### src/rtl/digsys_pkg.sv
// Shared definitions for the digital-systems blocks: debouncer state encoding
// and a helper that sizes the stable-sample counter.
package digsys_pkg;

    localparam logic [1:0] ST_IDLE         = 2'd0;
    localparam logic [1:0] ST_PRESS_WAIT   = 2'd1;
    localparam logic [1:0] ST_PRESSED      = 2'd2;
    localparam logic [1:0] ST_RELEASE_WAIT = 2'd3;

    typedef enum logic [1:0] {
        IDLE         = ST_IDLE,
        PRESS_WAIT   = ST_PRESS_WAIT,
        PRESSED      = ST_PRESSED,
        RELEASE_WAIT = ST_RELEASE_WAIT
    } db_state_e;

    // Width able to hold the value stable_cycles.
    function automatic int cnt_width(input int stable_cycles);
        return $clog2(stable_cycles + 1);
    endfunction

endpackage

### src/rtl/sync_2ff.sv
// Two-flop synchronizer for a single asynchronous level; q is d delayed by
// two clk edges. Synchronous active-high reset clears both stages.
module sync_2ff (
    input  logic clk,
    input  logic reset,
    input  logic d,
    output logic q
);

    logic meta_q;
    logic sync_q;

    // NOTE: clocked state uses non-blocking (<=) so both stages sample the
    // pre-edge values and the chain really is two flops deep.
    always_ff @(posedge clk) begin
        if (reset) begin
            meta_q <= 1'b0;
            sync_q <= 1'b0;
        end else begin
            meta_q <= d;
            sync_q <= meta_q;
        end
    end

    assign q = sync_q;

endmodule

### src/rtl/button_debouncer.sv
// Push-button debouncer: 2FF synchronizer, four-state acceptance FSM and
// registered level/strobe outputs. Optional release strobe: DEBOUNCE_FALL_PULSE_EN.
module button_debouncer
    import digsys_pkg::*;
#(
    parameter int STABLE_CYCLES = 1000000
) (
    input  logic clk,
    input  logic reset,
    input  logic btn_in,
    output logic db_level,
    output logic rise_pulse,
    output logic fall_pulse
);

    localparam int            CW       = cnt_width(STABLE_CYCLES);
    localparam logic [CW-1:0] CNT_LAST = CW'(STABLE_CYCLES - 1);

    logic          btn_sync;
    db_state_e     state_q, state_d;
    logic [CW-1:0] cnt_q, cnt_d;
    logic          db_q;
    logic          just_pressed_q;
    logic          rise_q;
    logic          press_accept;

    sync_2ff u_sync (
        .clk   (clk),
        .reset (reset),
        .d     (btn_in),
        .q     (btn_sync)
    );

    // NOTE: every always_comb output gets a default first; any path that
    // forgot to assign would otherwise infer a latch.
    always_comb begin
        state_d = state_q;
        cnt_d   = cnt_q;
        unique case (state_q)
            IDLE: begin
                if (btn_sync) begin
                    state_d = PRESS_WAIT;
                    cnt_d   = '0;
                end
            end
            PRESS_WAIT: begin
                if (!btn_sync) begin
                    state_d = IDLE;
                    cnt_d   = '0;
                end else if (cnt_q == CNT_LAST) begin
                    state_d = PRESSED;
                    cnt_d   = '0;
                end else begin
                    cnt_d = cnt_q + CW'(1);
                end
            end
            PRESSED: begin
                if (!btn_sync) begin
                    state_d = RELEASE_WAIT;
                    cnt_d   = '0;
                end
            end
            RELEASE_WAIT: begin
                if (btn_sync) begin
                    state_d = PRESSED;
                    cnt_d   = '0;
                end else if (cnt_q == CNT_LAST) begin
                    state_d = IDLE;
                    cnt_d   = '0;
                end else begin
                    cnt_d = cnt_q + CW'(1);
                end
            end
            default: begin
                state_d = IDLE;
                cnt_d   = '0;
            end
        endcase
    end

    assign press_accept = (state_q == PRESS_WAIT) && (state_d == PRESSED);

    // Outputs are registered from the current state, so they trail the FSM by one edge.
    always_ff @(posedge clk) begin
        if (reset) begin
            state_q        <= IDLE;
            cnt_q          <= '0;
            db_q           <= 1'b0;
            just_pressed_q <= 1'b0;
            rise_q         <= 1'b0;
        end else begin
            state_q        <= state_d;
            cnt_q          <= cnt_d;
            db_q           <= (state_q == PRESSED) || (state_q == RELEASE_WAIT);
            just_pressed_q <= press_accept;
            rise_q         <= just_pressed_q;
        end
    end

    assign db_level   = db_q;
    assign rise_pulse = rise_q;

`ifdef DEBOUNCE_FALL_PULSE_EN
    logic release_accept;
    logic just_released_q;
    logic fall_q;

    assign release_accept = (state_q == RELEASE_WAIT) && (state_d == IDLE);

    always_ff @(posedge clk) begin
        if (reset) begin
            just_released_q <= 1'b0;
            fall_q          <= 1'b0;
        end else begin
            just_released_q <= release_accept;
            fall_q          <= just_released_q;
        end
    end

    assign fall_pulse = fall_q;
`else
    assign fall_pulse = 1'b0;
`endif

endmodule

### config.mk
export PLATFORM = sky130hd
export DESIGN_NAME = button_debouncer
export DESIGN_NICKNAME = d
export VERILOG_FILES = /design/src/rtl/digsys_pkg.sv /design/src/rtl/sync_2ff.sv /design/src/rtl/button_debouncer.sv
export SDC_FILE = /design/constraint.sdc
export NUM_CORES = 1
export LEC_CHECK = 0
export ABC_AREA = 1
export CAP_MARGIN = 0
export CORE_ASPECT_RATIO = 0.75
export CORE_UTILIZATION = 48
export CTS_BUF_LIST = sky130_fd_sc_hd__clkbuf_4
export CTS_CLUSTER_SIZE = 25
export DETAILED_ROUTE_END_ITERATION = 6
export GPL_ROUTABILITY_DRIVEN = 0
export PLACE_DENSITY = 0.65
export SYNTH_ARGS = -nofsm -noshare
export SYNTH_HDL_FRONTEND = slang
export SYNTH_SLANG_ARGS = --single-unit
### constraint.sdc
create_clock -name clk -period 1.95 [get_ports clk]
set_clock_uncertainty 0.05 [all_clocks]
set_input_delay 0.585 -clock clk [delete_from_list [all_inputs] [get_ports clk]]
set_output_delay 0.585 -clock clk [all_outputs]
set_load 0.05 [all_outputs]
==> results of run 1 <==
-- layer usage --
layer | vias up | GRT usage | routed length (um)
li1 | 682 | - | -
met5 | - | 0 | 0
met1 | 573 | 0.2953 | 1493
met4 | 0 | 0.03191 | 10
met2 | 32 | 0.3050 | 1292
met3 | 2 | 0.04688 | 194
-- stage by stage --
| step | power, mW | instance area, um^2 | setup slack [ns] | utilization | cells |
|---|---|---|---|---|---|
| final | 0.8561 | 1613 | 0.2302 | 0.5416 | 260 |
| after global routing | 0.8940 | 1613 | 0.09884 | 0.5416 | 260 |
| after CTS | 0.8671 | 1613 | 0.2183 | 0.5416 | 260 |
| after detailed placement | 0.6116 | 1583 | 0.04388 | 0.5315 | 256 |
| after global placement | 0.6111 | 1583 | 0.1025 | 0.5315 | 256 |
| after floorplan | 0.6061 | 1526 | 0.4918 | - | 217 |
-- cell usage in the layout, fill, tap and decap left out, types with 2 or more instances in the layout --
cell type	netlist	routed
sky130_fd_sc_hd__clkbuf_4	0	4
sky130_fd_sc_hd__nand3_1	12	12
sky130_fd_sc_hd__dfxtp_1	27	27
sky130_fd_sc_hd__buf_4	1	3
sky130_fd_sc_hd__nand3_2	6	6
sky130_fd_sc_hd__nand4_1	6	6
sky130_fd_sc_hd__clkdlybuf4s50_1	0	2
sky130_fd_sc_hd__nor2_1	20	20
sky130_fd_sc_hd__nand2_2	5	5
sky130_fd_sc_hd__xnor2_1	3	3
sky130_fd_sc_hd__nor2_2	18	18
sky130_fd_sc_hd__a21oi_1	8	8
sky130_fd_sc_hd__xor2_1	4	4
sky130_fd_sc_hd__nand2_1	61	61
sky130_fd_sc_hd__inv_2	2	2
sky130_fd_sc_hd__inv_1	24	24
sky130_fd_sc_hd__nor2_4	4	4
-- final cells by class --
class | instances | area (um^2)
Multi-Input combinational cell | 159 | 850.8
Fill cell | 300 | 1365
Sequential cell | 27 | 540.5
Tap cell | 38 | 47.55
Clock buffer | 4 | 30.03
Timing Repair Buffer | 5 | 42.54
Inverter | 27 | 101.3
-- state kept, by name, summed over array words and instances, names as in the netlist --
| name | cells |
|---|---|
| cnt_q | 20 |
| state_q | 2 |
| db_level | 1 |
| just_pressed_q | 1 |
| rise_pulse | 1 |
| u_sync.meta_q | 1 |
| u_sync.q | 1 |
-- critical path: cells and delay by family, from the launching register on --
family | cells | cell delay, ns
DFF | 1 | 0.42
adders and majority gates | 1 | 0.24
buffers and inverters | 1 | 0.09
and+or+nand+nor | 5 | 0.69
AOI/OAI and AO/OA | 1 | 0.13
-- cell families after synthesis --
| group | synth area share |
|---|---|
| and+or+nand+nor | 0.4525 |
| DFF | 0.3541 |
| AOI/OAI and AO/OA | 0.05410 |
| xor gates and xnor gates | 0.04016 |
| other | 0.002457 |
| buffers and inverters | 0.08852 |
| adders and majority gates | 0.008195 |
-- path summary, 6_finish.rpt --
kind / start / endpoint
max: cnt_q[0]$_SDFFE_PP0P_ / cnt_q[11]$_SDFFE_PP0P_
min: just_pressed_q$_SDFF_PP0_ / rise_pulse$_SDFF_PP0_
max reg2reg: cnt_q[0]$_SDFFE_PP0P_ / cnt_q[11]$_SDFFE_PP0P_
min reg2reg: just_pressed_q$_SDFF_PP0_ / rise_pulse$_SDFF_PP0_
-- synth_stat cells --
master,n,area share
sky130_fd_sc_hd__nor2_4,4,0.030
sky130_fd_sc_hd__and2_4,1,0.0057
sky130_fd_sc_hd__o21a_1,1,0.0049
sky130_fd_sc_hd__ha_1,1,0.0082
sky130_fd_sc_hd__nor3b_1,1,0.0049
sky130_fd_sc_hd__nand3_4,1,0.011
sky130_fd_sc_hd__xor2_1,4,0.023
sky130_fd_sc_hd__xnor2_1,3,0.017
sky130_fd_sc_hd__nand3_2,6,0.039
sky130_fd_sc_hd__o21ai_0,1,0.0033
sky130_fd_sc_hd__buf_6,2,0.015
sky130_fd_sc_hd__nand2_2,5,0.020
sky130_fd_sc_hd__dfxtp_1,27,0.35
sky130_fd_sc_hd__conb_1,1,0.0025
sky130_fd_sc_hd__nand2_1,61,0.15
sky130_fd_sc_hd__inv_1,24,0.059
sky130_fd_sc_hd__clkbuf_1,1,0.0025
sky130_fd_sc_hd__a21oi_1,8,0.026
sky130_fd_sc_hd__a21o_2,1,0.0057
sky130_fd_sc_hd__o21ai_1,1,0.0033
sky130_fd_sc_hd__o21bai_1,1,0.0049
sky130_fd_sc_hd__nor2_1,20,0.049
sky130_fd_sc_hd__nand4_1,6,0.025
sky130_fd_sc_hd__buf_4,1,0.0049
sky130_fd_sc_hd__nor2_2,18,0.074
sky130_fd_sc_hd__nand3_1,12,0.039
sky130_fd_sc_hd__a31o_2,1,0.0057
sky130_fd_sc_hd__inv_2,2,0.0049
sky130_fd_sc_hd__or2_2,1,0.0041
sky130_fd_sc_hd__clkinv_1,1,0.0025
-- where the power goes --
part / switching, mW / internal [mW] / total (mW)
Clock: 0.163 / 0.0941 / 0.257
Combinational: 0.0312 / 0.0110 / 0.0422
Sequential: 0.00239 / 0.554 / 0.557
==> impl_summary.log, run 1 <==
INFO  metric outcome = completed
INFO  metric design.portCount = 6
INFO  metric p_leak = 0.5725 nW
INFO  metric detailedRoute.firstIterationViolations = 170
INFO  metric rrSetupSlack = 0.23 ns
INFO  metric worst_r2r_path_cells = 8
INFO  metric post_drt_wl_per_cell = 11.50 um
INFO  metric finalWirelength = 2990 um
INFO  metric critical_path.max_fanout = 11
INFO  metric buffer_ports.inserted = 4
INFO  metric clock_tree_buf_depth = 2
INFO  metric clockRootBuffer = sky130_fd_sc_hd__clkbuf_4
INFO  metric grtUsageTotal = 0.2025
INFO  metric setup_repair_after_global_routing_missed_its_margin = false
INFO  metric grt_pass1_vias = 1155
INFO  metric detail_route.drc_violations = 0
INFO  metric min_delay_path_depth = 2
INFO  metric cellPowerDensity = 530.8 mW/mm^2
INFO  metric report.final.setup_viol = 0
INFO  metric clk_pin_slew_worst_paths = 0.14 ns
INFO  metric cts_htree_levels = 1
INFO  metric final-hold-violation-count = 0
INFO  metric category_of_the_most_critical_setup_path = flop to flop
INFO  metric core_area = 0.002978 mm^2
INFO  metric detail-route-antenna-nets = 0
INFO  metric syn_to_final_growth = 5.656%
INFO  metric required = 2.12 ns
INFO  metric clk-insertion-delay-late = 0.32 ns
INFO  metric synth-seq-cells = 27
INFO  metric tritoncts = yes
INFO  metric slowest_stage = sky130_fd_sc_hd__dfxtp_1
INFO  metric synth.cell_area = 0.001526 mm^2
INFO  metric grt_antenna_before_repair = 0
INFO  metric yosys_warnings = 0
INFO  metric period_minus_slack = 1.720 ns
INFO  metric fp.dieW = 67.12 um
INFO  metric post_synth.cell_area_avg = 7.034 um^2
INFO  metric startpoint_kind_of_the_worst_setup_timing_path = flop
INFO  metric cts.hold.buffers_added = 0
INFO  metric cts.repair_timing.setup_buffer_count = 0
INFO  metric grt_pass1_wl = 5216 um
INFO  metric dpl.hpwl = 2342 um
INFO  metric num_rows = 17
INFO  metric final_net_count = 227
INFO  metric fmax = 581.5 MHz
INFO  metric critical_path.most_common_cell = sky130_fd_sc_hd__nand3_2
INFO  metric yosysUniqueCellTypes = 30
INFO  metric tritoncts.num_buffers = 3
INFO  metric worst_setup_path_end_kind = flop
INFO  metric drive_gt1_frac = 0.2117
INFO  metric worst_hold_path_type = flop to flop
INFO  metric critical_path.cell_chain = ha_1 -> nand3_2 -> clkinv_1 -> nand3_2 -> o21ai_1 -> nand2_1 -> nand2_2 -> nor2_1
INFO  metric max-vdd-ir-drop = 0.2504 mV
INFO  metric number_of_clock_sinks = 27
INFO  metric route.detailed.vias_per_inst = 4.958
INFO  metric maximum_number_of_pins_on_one_net_before_global_route_repair = 15
INFO  metric remaining_global_route_overflow = 0
INFO  metric antennaDiodeCount = 0
INFO  metric max-cap-violations = 0
INFO  metric synth.yosys.seq_area_share = 0.3541
INFO  metric vias = 1289
INFO  metric finalMaxSlewViolations = 0
INFO  metric slowest_delay = 0.42 ns
INFO  metric fin_crit_sh = 0.8820
INFO  metric dieHeight = 50.84 um
INFO  metric hold_ws = 0.3767 ns
INFO  metric dieArea = 0.003412 mm^2
INFO  metric drt_pass1_iterations = 4
INFO  metric totalNegativeSetupSlack = 0 ns
INFO  metric post_cts_resized = 0
INFO  metric floorplan.initialDensity = 0.5126
INFO  metric synthesis.nets = 221
INFO  metric cp.arrival = 1.89 ns
INFO  metric synthesis.instances = 217
Note: power is estimated with default switching activity, not from simulation.
==> run 2, diff against run 1 <==
PLACE_DENSITY = 0.73   (was 0.65)
==> impl_summary.log, run 2 (synthesis gave the netlist of run 1 again) <==
INFO  metric multi_input_gate_area_in_the_final_layout = 850.8 um^2 (unchanged)
INFO  metric cellPowerDensity = 522.3 mW/mm^2 (was 530.8 mW/mm^2)
INFO  metric antennaDiodeCount = 0 (unchanged)
INFO  metric fp.dieW = 67.12 um (unchanged)
INFO  metric uppermost_signal_routing_layer_after_detailed_routing = met4 (unchanged)
INFO  metric clockRootBuffer = sky130_fd_sc_hd__clkbuf_4 (unchanged)
INFO  metric syn_to_final_growth = 5.492% (was 5.656%)
INFO  metric route.detailed.vias_per_inst = 4.788 (was 4.958)
INFO  metric setup_ws = 0.2590 ns (was 0.2302 ns)
INFO  metric grt_pass1_wl = 4892 um (was 5216 um)
INFO  metric p_leak = 0.5718 nW (was 0.5725 nW)
INFO  metric required = 2.13 ns (was 2.12 ns)
INFO  metric met3_length = 129 um (was 194 um)
INFO  metric grt_antenna_before_repair = 0 (unchanged)
INFO  metric r2r-start = cnt_q[0]$_SDFFE_PP0P_ (unchanged)
INFO  metric fmax = 591.4 MHz (was 581.5 MHz)
INFO  metric final-hold-violation-count = 0 (unchanged)
INFO  metric post_cts_resized = 0 (unchanged)
INFO  metric cts.hold.buffers_added = 0 (unchanged)
INFO  metric buffer_ports.inserted = 4 (unchanged)
INFO  metric number_of_clock_sinks = 27 (unchanged)
INFO  metric dpl.hpwl = 2207 um (was 2342 um)
INFO  metric m1WireLength = 1559 um (was 1493 um)
INFO  metric detailedRoute.firstIterationViolations = 99 (was 170)
INFO  metric grtUsageTotal = 0.1918 (was 0.2025)
INFO  metric place_ws = 0.1774 ns (was 0.04388 ns)
INFO  metric finalWirelength = 2898 um (was 2990 um)
INFO  metric totalNegativeSetupSlack = 0 ns (unchanged)
INFO  metric p_int = 0.6425 mW (was 0.6595 mW)
INFO  metric dieHeight = 50.84 um (unchanged)
INFO  metric layout.filler_cells = 291 (was 300)
INFO  metric whs_endpoint = u_sync.q$_SDFF_PP0_ (was rise_pulse$_SDFF_PP0_)
INFO  metric final_cell_mix = sky130_fd_sc_hd__nand2_1 (61), sky130_fd_sc_hd__dfxtp_1 (27), sky130_fd_sc_hd__inv_1 (24) (unchanged)
INFO  metric drt_pass1_iterations = 4 (unchanged)
INFO  metric maximum_number_of_pins_on_one_net_before_global_route_repair = 16 (was 15)
INFO  metric category_of_the_most_critical_setup_path = flop to flop (unchanged)
INFO  metric sequential_cell_area = 540.5 um^2 (unchanged)
INFO  metric worst_r2r_path_cells = 8 (unchanged)
INFO  metric cp.arrival = 1.87 ns (was 1.89 ns)
INFO  metric worst_hold_path_type = flop to flop (unchanged)
INFO  metric finalMaxSlewViolations = 0 (unchanged)
INFO  metric period_minus_slack = 1.691 ns (was 1.720 ns)
INFO  metric rrSetupSlack = 0.26 ns (was 0.23 ns)
INFO  metric worst_setup_path_end_kind = flop (unchanged)
INFO  metric critical_path.max_fanout = 11 (unchanged)
INFO  metric clk-insertion-delay-late = 0.33 ns (was 0.32 ns)
INFO  metric outcome = completed (unchanged)
INFO  metric core_area = 0.002978 mm^2 (unchanged)
INFO  metric drive_gt1_frac = 0.2117 (unchanged)
INFO  metric worstReg2RegEnd = cnt_q[11]$_SDFFE_PP0P_ (unchanged)
INFO  metric routed-wl-met2 = 1154 um (was 1292 um)
INFO  metric grt_pass1_vias = 1068 (was 1155)
INFO  metric report.final.setup_viol = 0 (unchanged)
INFO  metric clk_pin_slew_worst_paths = 0.14 ns (about the same)
INFO  metric hold_ws = 0.3597 ns (was 0.3767 ns)
INFO  metric tritoncts.num_buffers = 3 (unchanged)
INFO  metric leading_cell_type_in_the_layout_fill_and_taps_excluded = sky130_fd_sc_hd__nand2_1 (unchanged)
INFO  metric max-vdd-ir-drop = 0.4687 mV (was 0.2504 mV)
INFO  metric largestRegisters = cnt_q: 20 flops, state_q: 2 flops (unchanged)
INFO  metric post_drt_wl_per_cell = 11.15 um (was 11.50 um)
INFO  metric max_flop_register = cnt_q (unchanged)
INFO  metric clock_tree_buf_depth = 2 (unchanged)
INFO  metric timing.hold.worst.start = u_sync.meta_q$_SDFF_PP0_ (was just_pressed_q$_SDFF_PP0_)
INFO  metric num_rows = 17 (unchanged)
INFO  metric max-cap-violations = 0 (unchanged)
INFO  metric final_net_count = 227 (unchanged)
INFO  metric setup_repair_after_global_routing_missed_its_margin = false (unchanged)
INFO  metric stdcell_area = 0.001610 mm^2 (was 0.001613 mm^2)
INFO  metric p_sw_frac = 0.2362 (was 0.2296)
INFO  metric remaining_global_route_overflow = 0 (unchanged)
INFO  metric detailed_place.area = 0.001583 mm^2 (unchanged)
INFO  metric sequentialPowerShare = 0.662 (was 0.650)
INFO  metric detail_route.drc_violations = 0 (unchanged)
INFO  metric startpoint_kind_of_the_worst_setup_timing_path = flop (unchanged)
INFO  metric fin_total_pwr = 0.8411 mW (was 0.8561 mW)
INFO  metric detail-route-antenna-nets = 0 (unchanged)
INFO  metric share_comb_of_total_power = 0.051 (was 0.049)
INFO  metric min_delay_path_depth = 2 (unchanged)
INFO  metric power.share.clock = 0.288 (was 0.300)
INFO  metric cts_htree_levels = 1 (unchanged)
INFO  metric switchingPower = 0.1986 mW (was 0.1966 mW)
INFO  metric dieArea = 0.003412 mm^2 (unchanged)
INFO  metric largest_reg_flops = 20 (unchanged)
INFO  metric tritoncts = yes (unchanged)
INFO  metric floorplan.initialDensity = 0.5126 (unchanged)
INFO  metric cts.repair_timing.setup_buffer_count = 0 (unchanged)
INFO  metric fin_crit_sh = 0.8672 (was 0.8820)
INFO  metric design.portCount = 6 (unchanged)
INFO  metric vias = 1245 (was 1289)
[run 2: layer usage]
| metal | global-route usage | vias to the layer above |
|---|---|---|
| met5 | 0 | - |
| met4 | 0.06383 | 0 |
| met3 | 0.04241 | 6 |
| met2 | 0.2600 | 22 |
| met1 | 0.2937 | 538 |
| li1 | - | 679 |
[run 2: cell type report]
type	instances	share of cell area
timing repair buffer	5	0.02642
sequential	27	0.3357
inverter	27	0.06294
clock buffer	3	0.01399
clock inverter	1	0.003108
tap	38	0.02953
multi-input combinational	159	0.5284
[run 2: worst max-delay path by stage]
stage	startpoint	to	cells after the start
global route	cnt_q[0]$_SDFFE_PP0P_	cnt_q[16]$_SDFFE_PP0P_	10
finish	cnt_q[0]$_SDFFE_PP0P_	cnt_q[11]$_SDFFE_PP0P_	8
detailed placement	reset	cnt_q[11]$_SDFFE_PP0P_	4
global placement	reset	cnt_q[11]$_SDFFE_PP0P_	4
floorplan	cnt_q[0]$_SDFFE_PP0P_	cnt_q[16]$_SDFFE_PP0P_	9
CTS	cnt_q[0]$_SDFFE_PP0P_	cnt_q[11]$_SDFFE_PP0P_	8
[run 2: power groups by stage]
| stage | registers [mW] | logic (mW) | clock network (mW) |
|---|---|---|---|
| 6_report | 0.557 | 0.0426 | 0.242 |
| 5_1_grt | 0.558 | 0.0466 | 0.273 |
| 4_1_cts | 0.557 | 0.0429 | 0.253 |
| 3_5_place_dp | 0.569 | 0.0426 | 0 |
| 3_3_place_gp | 0.569 | 0.0427 | 0 |
| 2_1_floorplan | 0.568 | 0.0379 | 0 |
[run 2: worst max-delay path: stages, from the launching register on]
cell and delay [ns]:
sky130_fd_sc_hd__dfxtp_1 0.41, sky130_fd_sc_hd__ha_1 0.22, sky130_fd_sc_hd__nand3_2 0.15, sky130_fd_sc_hd__clkinv_1 0.09
sky130_fd_sc_hd__nand3_2 0.10, sky130_fd_sc_hd__o21ai_1 0.13, sky130_fd_sc_hd__nand2_1 0.07, sky130_fd_sc_hd__nand2_2 0.28
sky130_fd_sc_hd__nor2_1 0.08
[run 2: stage by stage]
stage | instances | utilization
CTS | 260 | 0.5408
finish | 260 | 0.5408
detailed placement | 256 | 0.5315
floorplan | 217 | -
global route | 260 | 0.5408
global placement | 256 | 0.5315
==> run 3, diff against run 2 <==
CAP_MARGIN = 25   (was 0)
==> results of run 3 <==
Final layout, timing and power as in run 2 (identical DEF).
